File: config.mk
export PLATFORM = sky130hd
export DESIGN_NAME = ddr3_port_arbiter
export DESIGN_NICKNAME = d
export VERILOG_FILES = /design/src/rtl/ddr3_port_arbiter.sv
export SDC_FILE = /design/constraint.sdc
export NUM_CORES = 1
export LEC_CHECK = 0
export CAP_MARGIN = 20
export CORE_AREA = 2 2 154 156
export DETAILED_ROUTE_END_ITERATION = 6
export DIE_AREA = 0 0 156 158
export HOLD_SLACK_MARGIN = 0.1
export PLACE_DENSITY_LB_ADDON = 0.25
export SYNTH_ARGS = -nofsm -noshare
export SYNTH_HDL_FRONTEND = slang
export SYNTH_SLANG_ARGS = --single-unit
File: constraint.sdc
create_clock -name clk -period 7.4 [get_ports clk]
set_clock_uncertainty 0.15 [all_clocks]
set_input_delay 2.22 -clock clk [delete_from_list [all_inputs] [get_ports clk]]
set_output_delay 2.22 -clock clk [all_outputs]
set_load 0.01 [all_outputs]
File: src/rtl/ddr3_port_arbiter.sv
// Shares one 64-bit Avalon-MM DDR3 port between the MPEG2 shim (m0, read/write)
// and the scanout reader (m1, reads only); a tag FIFO steers read returns back.
module ddr3_port_arbiter #(
    parameter int TAG_DEPTH = 8,
    parameter bit FAIR      = 1'b1
) (
    input  logic        clk,
    input  logic        rst,
    input  logic [28:0] m0_addr,
    input  logic [7:0]  m0_burstcnt,
    input  logic        m0_read,
    input  logic        m0_write,
    input  logic [63:0] m0_writedata,
    input  logic [7:0]  m0_byteenable,
    output logic        m0_waitrequest,
    output logic        m0_readdatavalid,
    input  logic [28:0] m1_addr,
    input  logic [7:0]  m1_burstcnt,
    input  logic        m1_read,
    output logic        m1_waitrequest,
    output logic        m1_readdatavalid,
    output logic [63:0] rd_data,
    output logic [28:0] ddr3_addr,
    output logic [7:0]  ddr3_burstcnt,
    output logic        ddr3_read,
    output logic        ddr3_write,
    output logic [63:0] ddr3_writedata,
    output logic [7:0]  ddr3_byteenable,
    input  logic [63:0] ddr3_readdata,
    input  logic        ddr3_readdatavalid,
    input  logic        ddr3_waitrequest,
    output logic        err_orphan,
    output logic [1:0]  dbg_state
);
    // Handshake: a command beat transfers in any cycle where ddr3_read or
    // ddr3_write is high and ddr3_waitrequest is low; mX_waitrequest mirrors it.
    localparam int AW = $clog2(TAG_DEPTH);

    typedef enum logic [1:0] {
        IDLE  = 2'd0,
        G0    = 2'd1,
        G1    = 2'd2,
        G0_WB = 2'd3
    } state_t;

    state_t      state, state_nxt;
    logic        last_grant, last_grant_nxt;   // 0 = m0, 1 = m1
    logic [7:0]  wb_left, wb_left_nxt;

    logic        tag_id  [TAG_DEPTH];
    logic [7:0]  tag_len [TAG_DEPTH];
    logic [AW:0] wr_ptr, rd_ptr;
    logic [8:0]  beat_cnt;
    logic        tag_full, tag_empty;
    logic        push, push_id, pop;
    logic [7:0]  push_len;
    logic        head_id;
    logic [7:0]  head_len;
    logic        m0_elig, m1_elig;

    assign tag_empty = (wr_ptr == rd_ptr);
    assign tag_full  = (wr_ptr[AW] != rd_ptr[AW]) && (wr_ptr[AW-1:0] == rd_ptr[AW-1:0]);
    assign head_id   = tag_id[rd_ptr[AW-1:0]];
    assign head_len  = tag_len[rd_ptr[AW-1:0]];
    assign pop       = ddr3_readdatavalid && !tag_empty && ((beat_cnt + 9'd1) == {1'b0, head_len});
    assign m0_elig   = m0_write || (m0_read && !tag_full);
    assign m1_elig   = m1_read && !tag_full;
    assign dbg_state = state;

    always_comb begin
        state_nxt       = state;
        last_grant_nxt  = last_grant;
        wb_left_nxt     = wb_left;
        m0_waitrequest  = 1'b1;
        m1_waitrequest  = 1'b1;
        ddr3_addr       = '0;
        ddr3_burstcnt   = '0;
        ddr3_read       = 1'b0;
        ddr3_write      = 1'b0;
        ddr3_writedata  = '0;
        ddr3_byteenable = '0;
        push            = 1'b0;
        push_id         = 1'b0;
        push_len        = m0_burstcnt;
        case (state)
            IDLE: begin
                if (m0_elig && m1_elig) begin
                    if (FAIR) state_nxt = last_grant ? G0 : G1;
                    else      state_nxt = G1;
                end else if (m0_elig) begin
                    state_nxt = G0;
                end else if (m1_elig) begin
                    state_nxt = G1;
                end
            end
            G0: begin
                ddr3_addr       = m0_addr;
                ddr3_burstcnt   = m0_burstcnt;
                ddr3_writedata  = m0_writedata;
                ddr3_byteenable = m0_byteenable;
                ddr3_write      = m0_write;
                ddr3_read       = m0_read && !m0_write && !tag_full;
                if (m0_write) begin
                    m0_waitrequest = ddr3_waitrequest;
                    if (!ddr3_waitrequest) begin
                        if (m0_burstcnt == 8'd1) begin
                            state_nxt      = IDLE;
                            last_grant_nxt = 1'b0;
                        end else begin
                            state_nxt   = G0_WB;
                            wb_left_nxt = m0_burstcnt - 8'd1;
                        end
                    end
                end else if (ddr3_read) begin
                    m0_waitrequest = ddr3_waitrequest;
                    if (!ddr3_waitrequest) begin
                        push           = 1'b1;
                        push_id        = 1'b0;
                        push_len       = m0_burstcnt;
                        state_nxt      = IDLE;
                        last_grant_nxt = 1'b0;
                    end
                end else begin
                    state_nxt = IDLE;
                end
            end
            G1: begin
                ddr3_addr     = m1_addr;
                ddr3_burstcnt = m1_burstcnt;
                ddr3_read     = m1_read && !tag_full;
                if (ddr3_read) begin
                    m1_waitrequest = ddr3_waitrequest;
                    if (!ddr3_waitrequest) begin
                        push           = 1'b1;
                        push_id        = 1'b1;
                        push_len       = m1_burstcnt;
                        state_nxt      = IDLE;
                        last_grant_nxt = 1'b1;
                    end
                end else begin
                    state_nxt = IDLE;
                end
            end
            G0_WB: begin
                // m0 owns the port until every beat of the write burst is taken
                ddr3_addr       = m0_addr;
                ddr3_burstcnt   = m0_burstcnt;
                ddr3_writedata  = m0_writedata;
                ddr3_byteenable = m0_byteenable;
                ddr3_write      = m0_write;
                m0_waitrequest  = ddr3_waitrequest;
                if (m0_write && !ddr3_waitrequest) begin
                    wb_left_nxt = wb_left - 8'd1;
                    if (wb_left == 8'd1) begin
                        state_nxt      = IDLE;
                        last_grant_nxt = 1'b0;
                    end
                end
            end
            default: state_nxt = IDLE;
        endcase
    end

    always_ff @(posedge clk) begin
        if (rst) begin
            state      <= IDLE;
            last_grant <= 1'b1;
            wb_left    <= '0;
        end else begin
            state      <= state_nxt;
            last_grant <= last_grant_nxt;
            wb_left    <= wb_left_nxt;
        end
    end

    always_ff @(posedge clk) begin
        if (push) begin
            tag_id[wr_ptr[AW-1:0]]  <= push_id;
            tag_len[wr_ptr[AW-1:0]] <= push_len;
        end
    end

    always_ff @(posedge clk) begin
        if (rst) begin
            wr_ptr           <= '0;
            rd_ptr           <= '0;
            beat_cnt         <= '0;
            rd_data          <= '0;
            m0_readdatavalid <= 1'b0;
            m1_readdatavalid <= 1'b0;
            err_orphan       <= 1'b0;
        end else begin
            rd_data          <= ddr3_readdata;
            m0_readdatavalid <= 1'b0;
            m1_readdatavalid <= 1'b0;
            if (ddr3_readdatavalid) begin
                if (tag_empty) begin
                    err_orphan <= 1'b1;
                end else begin
                    m0_readdatavalid <= !head_id;
                    m1_readdatavalid <= head_id;
                    beat_cnt         <= pop ? 9'd0 : beat_cnt + 9'd1;
                end
            end
            if (push) wr_ptr <= wr_ptr + 1'b1;
            if (pop)  rd_ptr <= rd_ptr + 1'b1;
        end
    end

endmodule

Word level (Yosys, flattened, before mapping)
Memory sizes are Yosys's and may differ from the RTL's. A register that Yosys moved wholly into a read port is not among the register bits.
Index checks and enable logic that the tools add are counted.
{ "word_totals": {"ramBits": 72, "elab_cells": 119, "register_bits": 95, "output_inout_bits": 182, "inputBits": 217, "memories": 2} }
{ "mem_list": {"columns": ["memory", "words", "word_bits", "rd", "rd_ports_with_merged_regs", "wr", "line", "rtl"], "rows": [
  ["tag_len", 8, 8, 1, 1, 1, "51", "logic [7:0] tag_len [TAG_DEPTH];"],
  ["tag_id", 8, 1, 1, 1, 1, "50", "logic tag_id [TAG_DEPTH];"]
]} }
{ "op_classes": {"addsub": 5, "bitwise_logic": 2, "n_eq_ne": 20, "n_mux": 55, "reduce_logical": 25} }
{ "ops": {"columns": ["operator", "count"], "rows": [
  ["2-to-1 mux 64 bit", 1],
  ["2-to-1 mux 8 bit", 8],
  ["case mux 29 bit (2 select lines)", 1],
  ["case mux 8 bit (2 select lines)", 2],
  ["2-to-1 mux 2 bit", 12],
  ["2-to-1 mux 1 bit", 21],
  ["== test 8 x 1 -> 1 bit (second input constant)", 2],
  ["subtractor 8 x 1 -> 8 bit (second input constant)", 2],
  ["!= test 2 bit (second input constant)", 7],
  ["2-to-1 mux 3 bit", 4],
  ["adder 9 x 1 -> 9 bit (second input constant)", 1],
  ["== test 9 x 8 -> 1 bit", 1],
  ["logical AND 1 bit", 9],
  ["2-to-1 mux 9 bit", 1],
  ["!= test 3 bit (second input constant)", 3],
  ["adder 4 x 1 -> 4 bit (second input constant)", 2],
  ["case mux 2 bit (4 select lines)", 1],
  ["AND reduction 8 bit", 1],
  ["case mux 1 bit (2 select lines)", 3],
  ["zero test 1 bit", 5],
  ["AND reduction 5 bit", 1],
  ["== test 2 bit (second input constant)", 2],
  ["== test 4 bit", 1],
  ["!= test 4 bit (second input constant)", 1],
  ["13 further kinds", 15]
]} }

Longest topological paths before layout
{ "depth": {"word_depth": 9, "depth_mapped": 10, "mapped_depth_nobuf": 8} }

Worst setup path before layout
OpenSTA, ideal clock, no wires.
{ "synth_path": {"kind": "input to output", "startpoint": "in ddr3_waitrequest", "endpoint": "out m1_waitrequest", "cell_stages": 4, "n_path_buf": 2, "arrival_ns": 3.098, "slack_ns": 1.932, "cell_sequence": "clkbuf_1 nor2_1 clkbuf_1 inv_1"} }
{ "synth_via": {"elab_chain_len": 2} }
{ "synth_rtl": {"columns": ["element", "line", "rtl"], "rows": [
  ["from (decl)", "31", "input logic ddr3_waitrequest,"],
  ["2-to-1 mux 1 bit", "131", "if (ddr3_read) begin"],
  ["2-to-1 mux 1 bit", "85", "case (state)"],
  ["to (decl)", "20", "output logic m1_waitrequest,"]
]} }
Every way passes these cells.

Final worst setup path
{ "layout_path": {"startpoint": "in m1_read", "endpoint": "out m1_waitrequest"} }
{ "layout_via": {"elab_chain_len": 3} }
{ "layout_rtl": {"columns": ["element", "line", "rtl"], "rows": [
  ["from (decl)", "19", "input logic m1_read,"],
  ["logical AND 1 bit", "130", "ddr3_read = m1_read && !tag_full;"],
  ["2-to-1 mux 1 bit", "131", null],
  ["2-to-1 mux 1 bit", "85", null]
]} }
Every way passes these cells.

==> results_dict.tcl <==
set metrics [dict create \
    start_util_pct 33.6 \
    synth_edf_count 72 \
    cts_tree "yes" \
    synth_area_per_cell_um2 10.9 \
    min_period_ns 6.19 \
    ys_warn_count 0 \
    synth_top_area_share_pct 27.9 \
    final_common_cell "clkdlybuf4s50_1" \
    fin_crit_sh_pct 83.7 \
    finalMaxSlewViolations 0 \
    worst_slack_ns 1.21 \
    grt_pass1_wl_um 37300 \
    crit_required_ns 5.03 \
    ys_types 59 \
    outcome "completed" \
    max-slew-margin-rel_pct 28.7 \
    io_buffer_count 398 \
    syn_area_mm2 0.00774 \
    endpoint_kind "output port" \
    route.met3.wl_um 1900 \
    die-area_mm2 0.0246 \
    hold_viol 0 \
    cts_hold_buf 0 \
    tightest_slew_ns 1.06 \
    clkSinkCount 170 \
    clk_pin_slew_ns 0.06 \
    final_cell_mix "clkdlybuf4s50_1 (397), dfxtp_1 (98), and2_1 (73), edfxtp_1 (72), nor2b_1 (69)" \
    crit_fanout 19 \
    vias 6713 \
    grt_max_degree 81 \
    gr-total-overflow 0 \
    grt_pass1_vias 6559 \
    hold_depth 2 \
    fin_setup_tns_ns 0 \
    firstDrtPassIters 5 \
    top_layer "met4" \
    synth_area_leaders "edfxtp_1 (28%), dfxtp_1 (25%), and2_1 (5.9%)" \
    syn_nets 937 \
    io_pins 399 \
    area_delta_synth_final_pct 62.6 \
    finalSetupViolCount 0 \
    cts_resized 0 \
    vias_per_cell 4.83 \
    cp.arrival_ns 3.82 \
    hpwl_um 19100 \
    ant_nets 0 \
    final_util_pct 54.6 \
    r2r_cells 7 \
    synth-seq-cells 170 \
    root_buffer "clkbuf_16" \
    r2r_slack_ns 3.71 \
    max_freq_mhz 161 \
    route.detailed.drc 0 \
    drt_iter0_drc 438 \
    synth_top_area_cell "edfxtp_1" \
    rows 56 \
    crit_type "in -> out" \
    power.density_mw_per_mm2 244 \
    cts_setup_buffers 0 \
    dp_slack_ns 1.17 \
    start_kind "input pin" \
    min_path_type "reg -> reg" \
    die_h_um 158 \
    asyncSetResetFlopFracSynth_pct 0 \
    wire_per_inst_um 18.4 \
    finalWeightedCongestion 0.891 \
    clockBufferDepth 2 \
    nets 1316 \
    ys_seq_area_share_pct 53.3 \
    finalWirelength_um 25600 \
    postSynthCellCount 708 \
    ir_drop_v 0.000227 \
    worstSkewPairLatency_ns 0.43 \
    cts-buffers-inserted 17 \
    drt-met1-wl_um 9710 \
    gr-usage-all-layers_pct 19.9 \
    rsz0062_at_grt "no" \
    whs_endpoint "err_orphan" \
    hold_path.startpoint "err_orphan" \
    p_leak_nw 4.44 \
    wl_met2_um 13600 \
    antenna_found_initial 1 \
    htreeDepth 4 \
    fp.dieW_um 156 \
    synth-main-ff-cell "dfxtp_1" \
    drive_gt1_share_pct 6.36 \
    drv_cap 0 \
    core_area_mm2 0.0231 \
]
## layer usage
layer | vias up | GRT usage (%)
met5 | - | 0
met4 | 0 | 5.72
met3 | 30 | 7.14
met2 | 240 | 35.3
met1 | 3186 | 22.7
li1 | 3257 | -
## logic make-up after synthesis
kind of cell | synth area share (%)
AOI/OAI and AO/OA | 8.80
xor gates and xnor gates | 3.01
adders and majority gates | 1.94
buffers and inverters | 3.49
DFF | 53.3
muxes | 7.92
and+or+nand+nor | 21.5
## worst max-delay path: stages
cell and delay (ns):
clkdlybuf4s50_1 0.53, nand3_1 0.13, nor2_1 0.14, buf_4 0.24, inv_1 0.07, clkdlybuf4s50_1 0.48
## final cells by class
cell class / count / area (um^2)
Fill cell: 1976 / 10500
Tap cell: 290 / 363
Timing Repair Buffer: 407 / 4060
Multi-Input combinational cell: 474 / 3370
Antenna cell: 1 / 2.50
Inverter: 17 / 63.8
Clock inverter: 7 / 113
Sequential cell: 170 / 4120
Clock buffer: 25 / 480
## stage by stage
stage / cells / hold WS (ns) / power, mW / area [um^2]
after floorplan: 708 / 0.320 / 1.57 / 7740
after CTS: 1389 / 0.326 / 3.08 / 12600
after global routing: 1391 / 0.350 / 3.22 / 12600
after global placement: 1357 / 0.303 / 2.17 / 12000
final: 1391 / 0.316 / 3.07 / 12600
after detailed placement: 1357 / 0.312 / 2.17 / 12000
## where the power goes
| part | switching, mW | internal [mW] | leakage [nW] |
|---|---|---|---|
| sequential | 0.0164 | 1.02 | 1.46 |
| combinational | 0.531 | 0.606 | 2.68 |
| clock | 0.343 | 0.554 | 0.298 |
| total | 0.890 | 2.18 | 4.44 |
## worst max-delay path by stage
stage,to,startpoint
2_1_floorplan,m1_waitrequest,ddr3_waitrequest
3_3_place_gp,m1_waitrequest,m1_read
3_5_place_dp,m1_waitrequest,m1_read
4_1_cts,m1_waitrequest,m1_read
5_1_grt,m1_waitrequest,m1_read
6_report,m1_waitrequest,m1_read
## state kept, by name, summed over array words and instances (netlist names), named ones only
register and flops:
rd_data 64, tag_len 64, beat_cnt 9, tag_id 8
wb_left 8, rd_ptr 4, wr_ptr 4, dbg_state 2
err_orphan 1, last_grant 1, m0_readdatavalid 1, m1_readdatavalid 1
## Yosys cell counts, drive strengths merged, types with 2 or more instances
cell	n
ha	12
nor4	6
nand2	16
a22o	2
nand3	13
clkbuf	34
a22oi	46
mux4	12
or4	2
edfxtp	72
or2	3
nand3b	8
nor4b	2
mux2i	20
inv	17
nor2b	69
a2111oi	2
nor2	67
o41ai	2
buf	13
o22ai	4
a211oi	2
o21ai	18
nor3b	5
a21oi	9
a221oi	2
nand2b	5
or3	5
nand4	7
mux2	11
xnor2	18
xor2	6
dfxtp	98
and3	3
and2	73
nor3	8
o32ai	2
Power figures use the tool's default switching activity.
